`config.mk`:
```
export PLATFORM = sky130hd
export DESIGN_NAME = sprite_rom_arbiter
export DESIGN_NICKNAME = d
export VERILOG_FILES = /design/src/rtl/sprite_arb_pkg.sv /design/src/rtl/rr_picker.sv /design/src/rtl/sprite_rom_arbiter.sv
export SDC_FILE = /design/constraint.sdc
export NUM_CORES = 1
export LEC_CHECK = 0
export CORE_ASPECT_RATIO = 0.7
export CORE_MARGIN = 5
export CORE_UTILIZATION = 37
export CTS_CLUSTER_DIAMETER = 150
export CTS_CLUSTER_SIZE = 10
export DETAILED_ROUTE_END_ITERATION = 8
export PLACE_DENSITY_LB_ADDON = 0.15
export REMOVE_ABC_BUFFERS = 1
export SLEW_MARGIN = 20
export SYNTH_ARGS = -nofsm -noshare
export SYNTH_HDL_FRONTEND = slang
export SYNTH_SLANG_ARGS = --single-unit
```
`constraint.sdc`:
```
create_clock -name vga_clk -period 9.4 [get_ports vga_clk]
set_input_delay 2.35 -clock vga_clk [delete_from_list [all_inputs] [get_ports vga_clk]]
set_output_delay 2.35 -clock vga_clk [all_outputs]
set_load 0.03 [all_outputs]
```
`src/rtl/sprite_arb_pkg.sv`:
```
// Shared sizing defaults and requester naming for the sprite ROM arbiter slice.
package sprite_arb_pkg;

  localparam int unsigned NUM_REQ_DEF = 4;
  localparam int unsigned ADDR_W_DEF  = 12;
  localparam int unsigned DATA_W_DEF  = 4;

  typedef logic [$clog2(NUM_REQ_DEF)-1:0] req_id_t;

  typedef enum logic [$clog2(NUM_REQ_DEF)-1:0] {
    REQ_PLAYER = 2'd0,
    REQ_ENEMY  = 2'd1,
    REQ_BLOCK  = 2'd2,
    REQ_BG     = 2'd3
  } req_name_e;

endpackage

```
`src/rtl/rr_picker.sv`:
```
// Combinational rotating priority encoder: first asserted request at or after
// 'start' (wrapping) wins; returns one-hot grant, its index and an any flag.
module rr_picker #(
  parameter int unsigned N    = 4,
  parameter int unsigned ID_W = $clog2(N)
) (
  input  logic [N-1:0]    req,
  input  logic [ID_W-1:0] start,
  output logic [N-1:0]    gnt,
  output logic [ID_W-1:0] gnt_id,
  output logic            any_gnt
);

  logic [N-1:0]  rot;
  logic [ID_W:0] off;
  logic [ID_W:0] sum;

  always_comb begin
    // Doubling the vector lets a plain right shift act as a rotate by 'start'.
    rot     = N'({req, req} >> start);
    any_gnt = 1'b0;
    off     = '0;
    for (int unsigned k = 0; k < N; k++) begin
      if (!any_gnt && rot[k]) begin
        any_gnt = 1'b1;
        off     = (ID_W+1)'(k);
      end
    end
    sum = {1'b0, start} + off;
    if (sum >= (ID_W+1)'(N)) sum = sum - (ID_W+1)'(N);
    gnt_id = sum[ID_W-1:0];
    gnt    = any_gnt ? (N'(1) << gnt_id) : '0;
  end

endmodule

```
`src/rtl/sprite_rom_arbiter.sv`:
```
// Shares one registered-read sprite ROM port among NUM_REQ pixel fetchers and
// routes each read back by id. Define SPRITE_ARB_FIXED_PRIO_EN for fixed priority.
module sprite_rom_arbiter
  import sprite_arb_pkg::*;
#(
  parameter int unsigned NUM_REQ = NUM_REQ_DEF,
  parameter int unsigned ADDR_W  = ADDR_W_DEF,
  parameter int unsigned DATA_W  = DATA_W_DEF,
  parameter int unsigned ROM_LAT = 1
) (
  input  logic                      vga_clk,
  input  logic                      Reset,
  input  logic [NUM_REQ-1:0]        req_valid,
  input  logic [NUM_REQ*ADDR_W-1:0] req_addr,
  output logic [NUM_REQ-1:0]        req_ready,
  output logic [ADDR_W-1:0]         rom_addr,
  input  logic [DATA_W-1:0]         rom_q,
  output logic [NUM_REQ-1:0]        rsp_valid,
  output logic [DATA_W-1:0]         rsp_data,
  output logic                      busy
);

  localparam int unsigned ID_W = $clog2(NUM_REQ);

  logic [NUM_REQ-1:0] pick_gnt;
  logic [ID_W-1:0]    pick_id;
  logic               pick_any;
  logic [ID_W-1:0]    start_idx;
  logic               grant;

  logic [ROM_LAT-1:0]           pipe_vld_q, pipe_vld_d;
  logic [ROM_LAT-1:0][ID_W-1:0] pipe_id_q, pipe_id_d;
  logic [NUM_REQ-1:0]           rsp_valid_q, rsp_valid_d;
  logic [DATA_W-1:0]            rsp_data_q, rsp_data_d;

`ifdef SPRITE_ARB_FIXED_PRIO_EN
  assign start_idx = '0;
`else
  logic [ID_W-1:0] last_grant_q, last_grant_d;

  assign start_idx = (last_grant_q == ID_W'(NUM_REQ-1)) ? '0 : last_grant_q + 1'b1;

  always_comb begin
    last_grant_d = last_grant_q;
    if (grant) last_grant_d = pick_id;
  end

  always_ff @(posedge vga_clk) begin
    if (Reset) last_grant_q <= ID_W'(NUM_REQ-1);
    else       last_grant_q <= last_grant_d;
  end
`endif

  rr_picker #(
    .N    (NUM_REQ),
    .ID_W (ID_W)
  ) u_picker (
    .req     (req_valid),
    .start   (start_idx),
    .gnt     (pick_gnt),
    .gnt_id  (pick_id),
    .any_gnt (pick_any)
  );

  always_comb begin
    grant     = pick_any && !Reset;
    req_ready = grant ? pick_gnt : '0;
    rom_addr  = '0;
    for (int unsigned i = 0; i < NUM_REQ; i++) begin
      if (grant && pick_gnt[i]) rom_addr = rom_addr | req_addr[i*ADDR_W +: ADDR_W];
    end

    pipe_vld_d    = '0;
    pipe_id_d     = '0;
    pipe_vld_d[0] = grant;
    pipe_id_d[0]  = pick_id;
    for (int unsigned s = 1; s < ROM_LAT; s++) begin
      pipe_vld_d[s] = pipe_vld_q[s-1];
      pipe_id_d[s]  = pipe_id_q[s-1];
    end

    // rom_q becomes valid exactly as the grant reaches the last stage.
    rsp_valid_d = pipe_vld_q[ROM_LAT-1] ? (NUM_REQ'(1) << pipe_id_q[ROM_LAT-1]) : '0;
    rsp_data_d  = pipe_vld_q[ROM_LAT-1] ? rom_q : rsp_data_q;
  end

  always_ff @(posedge vga_clk) begin
    if (Reset) begin
      pipe_vld_q  <= '0;
      pipe_id_q   <= '0;
      rsp_valid_q <= '0;
      rsp_data_q  <= '0;
    end else begin
      pipe_vld_q  <= pipe_vld_d;
      pipe_id_q   <= pipe_id_d;
      rsp_valid_q <= rsp_valid_d;
      rsp_data_q  <= rsp_data_d;
    end
  end

  assign rsp_valid = rsp_valid_q;
  assign rsp_data  = rsp_data_q;
  assign busy      = |pipe_vld_q;

endmodule
```
==> metrics <==
most common cell after layout, fill and taps aside=clkdlybuf4s50_1; largest family of logic cells by synthesized area=multiplexers; Total Power=0.000655 W; vias per std cell=5.35; Final ANT Viol Nets=0; TNS Setup=0 ns; post-synth cell types=38; Slowest cell on crit path=clkdlybuf4s50_1; core footprint=0.00282 sq mm; Tmin final=7.84 ns; WP depth=11; commonest non-fill, non-tap cells in the layout=82 x clkdlybuf4s50_1, 29 x mux2i_1, 13 x o22ai_1, 13 x dfxtp_1, 11 x nor2_1; Initial Util=39.2%; average size of a mapped cell=8.92 sq um; # rows=16; final setup vio count=0; HP Class=reg2reg; final non-filler cell total=238; Reg2Reg Capture Point=last_grant_q[0]; asr flop ratio synth=0%; reg2reg setup slack=6.80 ns; CP endpoint kind=output port; routed len/inst=16.3 um; Max Cap Viol=0; CTS root buf=clkbuf_8; Crit Path Class=in2out; setup repair bufs after CTS=0; Slew HR=58.4%; first-pass GRT wire length=5860 um; placed cell count=234; Tcrit/Tclk final=83.4%; via count=1273; die width=75.4 um; number of global-route vias before repair=1179; Worst-Skew Late Latency=0.24 ns; Synth Area in Compound Gates=24.4%; Top delay family on crit path=buffers and inverters; CP cell instances=clkdlybuf4s50_1 -> or2b_1 -> a21boi_0 -> o221ai_1 -> o21a_1 -> ha_1 -> nand2b_1 -> a31oi_1 -> a22oi_2 -> o22ai_1 -> clkdlybuf4s50_1; hold_buf cts=0; CP endpoint=rom_addr[7]; Resized cells post-CTS=0; reg2reg path depth=9; share of cells above drive strength 1=6.93%; Cells after Synth=124; Die Ht=55.7 um; Max Freq=128 MHz; final wirelength=3870 um; worst hold stages=2; mux cell area share after synthesis=26.2%; biggest cell delay along the critical path=0.71 ns; Main synth FF type=dfxtp_1; GR Util All Layers=17.6%; DR DRC count=0; first-iteration detailed-routing DRC count=34; actual slew at the worst max-slew pin=0.624 ns; xor/xnor share of the synthesized area=0%; Post-synth EDFFs=0; Yosys reg bits=13; peak supply drop=480 uV; Clk pin slew, worst setup/hold paths=0.05 ns; Area Overhead vs Synth=78.5%; Max H-tree Level=1; sequential-to-total area share from yosys stat=23.5%; Static Leakage=0.783 nW; adder-cell share of the synthesized area=3.28%; CTS max path bufs=2; DP Wirelength=3220 um; final max-slew violation count=0; Final GP Congestion=0.902; Crit path top cell by count=clkdlybuf4s50_1; clock sinks=13; port bufs=82; TritonCTS Buffers=3; Worst Clk Skew=0.000373 ns; GRT overflow=0; largest net degree at the start of global routing=29; WP data arrival=5.49 ns; power density over the cells=332 mW/mm^2; TritonCTS clock tree=yes; Simple-Gate Fraction of Synth Area=17.0%; Cell Area, Synth=0.00111 sq mm; crit path from=req_valid[2]; CP Buf/Inv Count=2; I/O pins=83; drt pass-1 iters=5; Final Hold Vio Count=0; outcome=finished, final reports clean; Antenna diodes=0; Layout Utilization=69.9%; Synth Warn #=0; reg2reg start=last_grant_q[0]; startpoint class of the critical path=input pin; initial antenna violation count=0; hold_ws=0.448 ns; RSZ-0062 raised after global routing=no; top fanout value on the critical path=13; Total Die Area=0.00420 sq mm; Nets=263; Critical Path RT=7.05 ns
==> worst min-delay path by stage <==
stage / from / endpoint / slack, ns
after global routing: pipe_id_q[1] / rsp_valid[1] / 0.46
after CTS: pipe_id_q[0] / rsp_valid[1] / 0.45
after floorplan: pipe_id_q[1] / rsp_valid[1] / 0.42
after global placement: pipe_id_q[1] / rsp_valid[1] / 0.44
final: pipe_id_q[0] / rsp_valid[1] / 0.45
after detailed placement: pipe_id_q[1] / rsp_valid[1] / 0.44
==> synthesized netlist by cell type, types with 2 or more instances <==
cell type / count / area share [%]
nand2_1: 3 / 1.0
nor2b_1: 2 / 1.1
nand3b_1: 2 / 1.4
o22ai_1: 13 / 7.4
o21ai_0: 3 / 1.4
a31oi_1: 3 / 1.7
a211o_1: 2 / 1.6
nor3b_1: 2 / 1.4
inv_1: 3 / 1.0
clkbuf_1: 6 / 2.0
buf_6: 2 / 2.0
dfxtp_1: 13 / 24
ha_1: 2 / 2.3
nand2b_1: 3 / 1.7
nor4_1: 2 / 1.1
mux2i_1: 29 / 26
nor2_1: 11 / 3.7
o21a_1: 2 / 1.4
a21oi_1: 2 / 0.91
==> layout make-up <==
class	instances	area, sq um
multi-input cells	99	785
inverters	3	11.3
well taps	36	45.0
flip-flops and latches	13	260
fillers	238	848
repair buffers	83	828
clock buffers	4	45.0
==> stage by stage <==
step                worst slack [ns]  area [sq um]
floorplan                       2.45          1060
global placement                1.75          1930
detailed placement              1.60          1930
CTS                             1.61          1970
global route                    1.40          1970
finish                          1.56          1970
==> worst min-delay path, cell delays in order, from the launching register on <==
cell and delay [ns]:
dfxtp_1 0.32, nand2_1 0.06, nor2_1 0.03
==> registers in the layout, summed over array words and instances (netlist names) <==
register / cells
busy: 1
rsp_valid: 4
pipe_id_q: 2
last_grant_q: 2
rsp_data: 4
==> logic make-up after synthesis <==
logic type	after synthesis
multiplexers	29
adder cells (fa/ha/maj)	3
buffers and inverters	12
AND/OR/NAND/NOR	33
flip-flops	13
AO/OA/AOI/OAI	34
==> power breakdown <==
part,switching (W),internal (W)
Clock,0.0000181,0.0000298
Combinational,0.000292,0.000238
Sequential,0.0000106,0.0000667
==> per-layer routing <==
layer	GRT usage, %	share of wire, %
met5	0	0
met4	4.49	2.0
met3	4.51	7.0
met2	31.4	51
met1	20.4	40
Power figures use the tool's default switching activity.
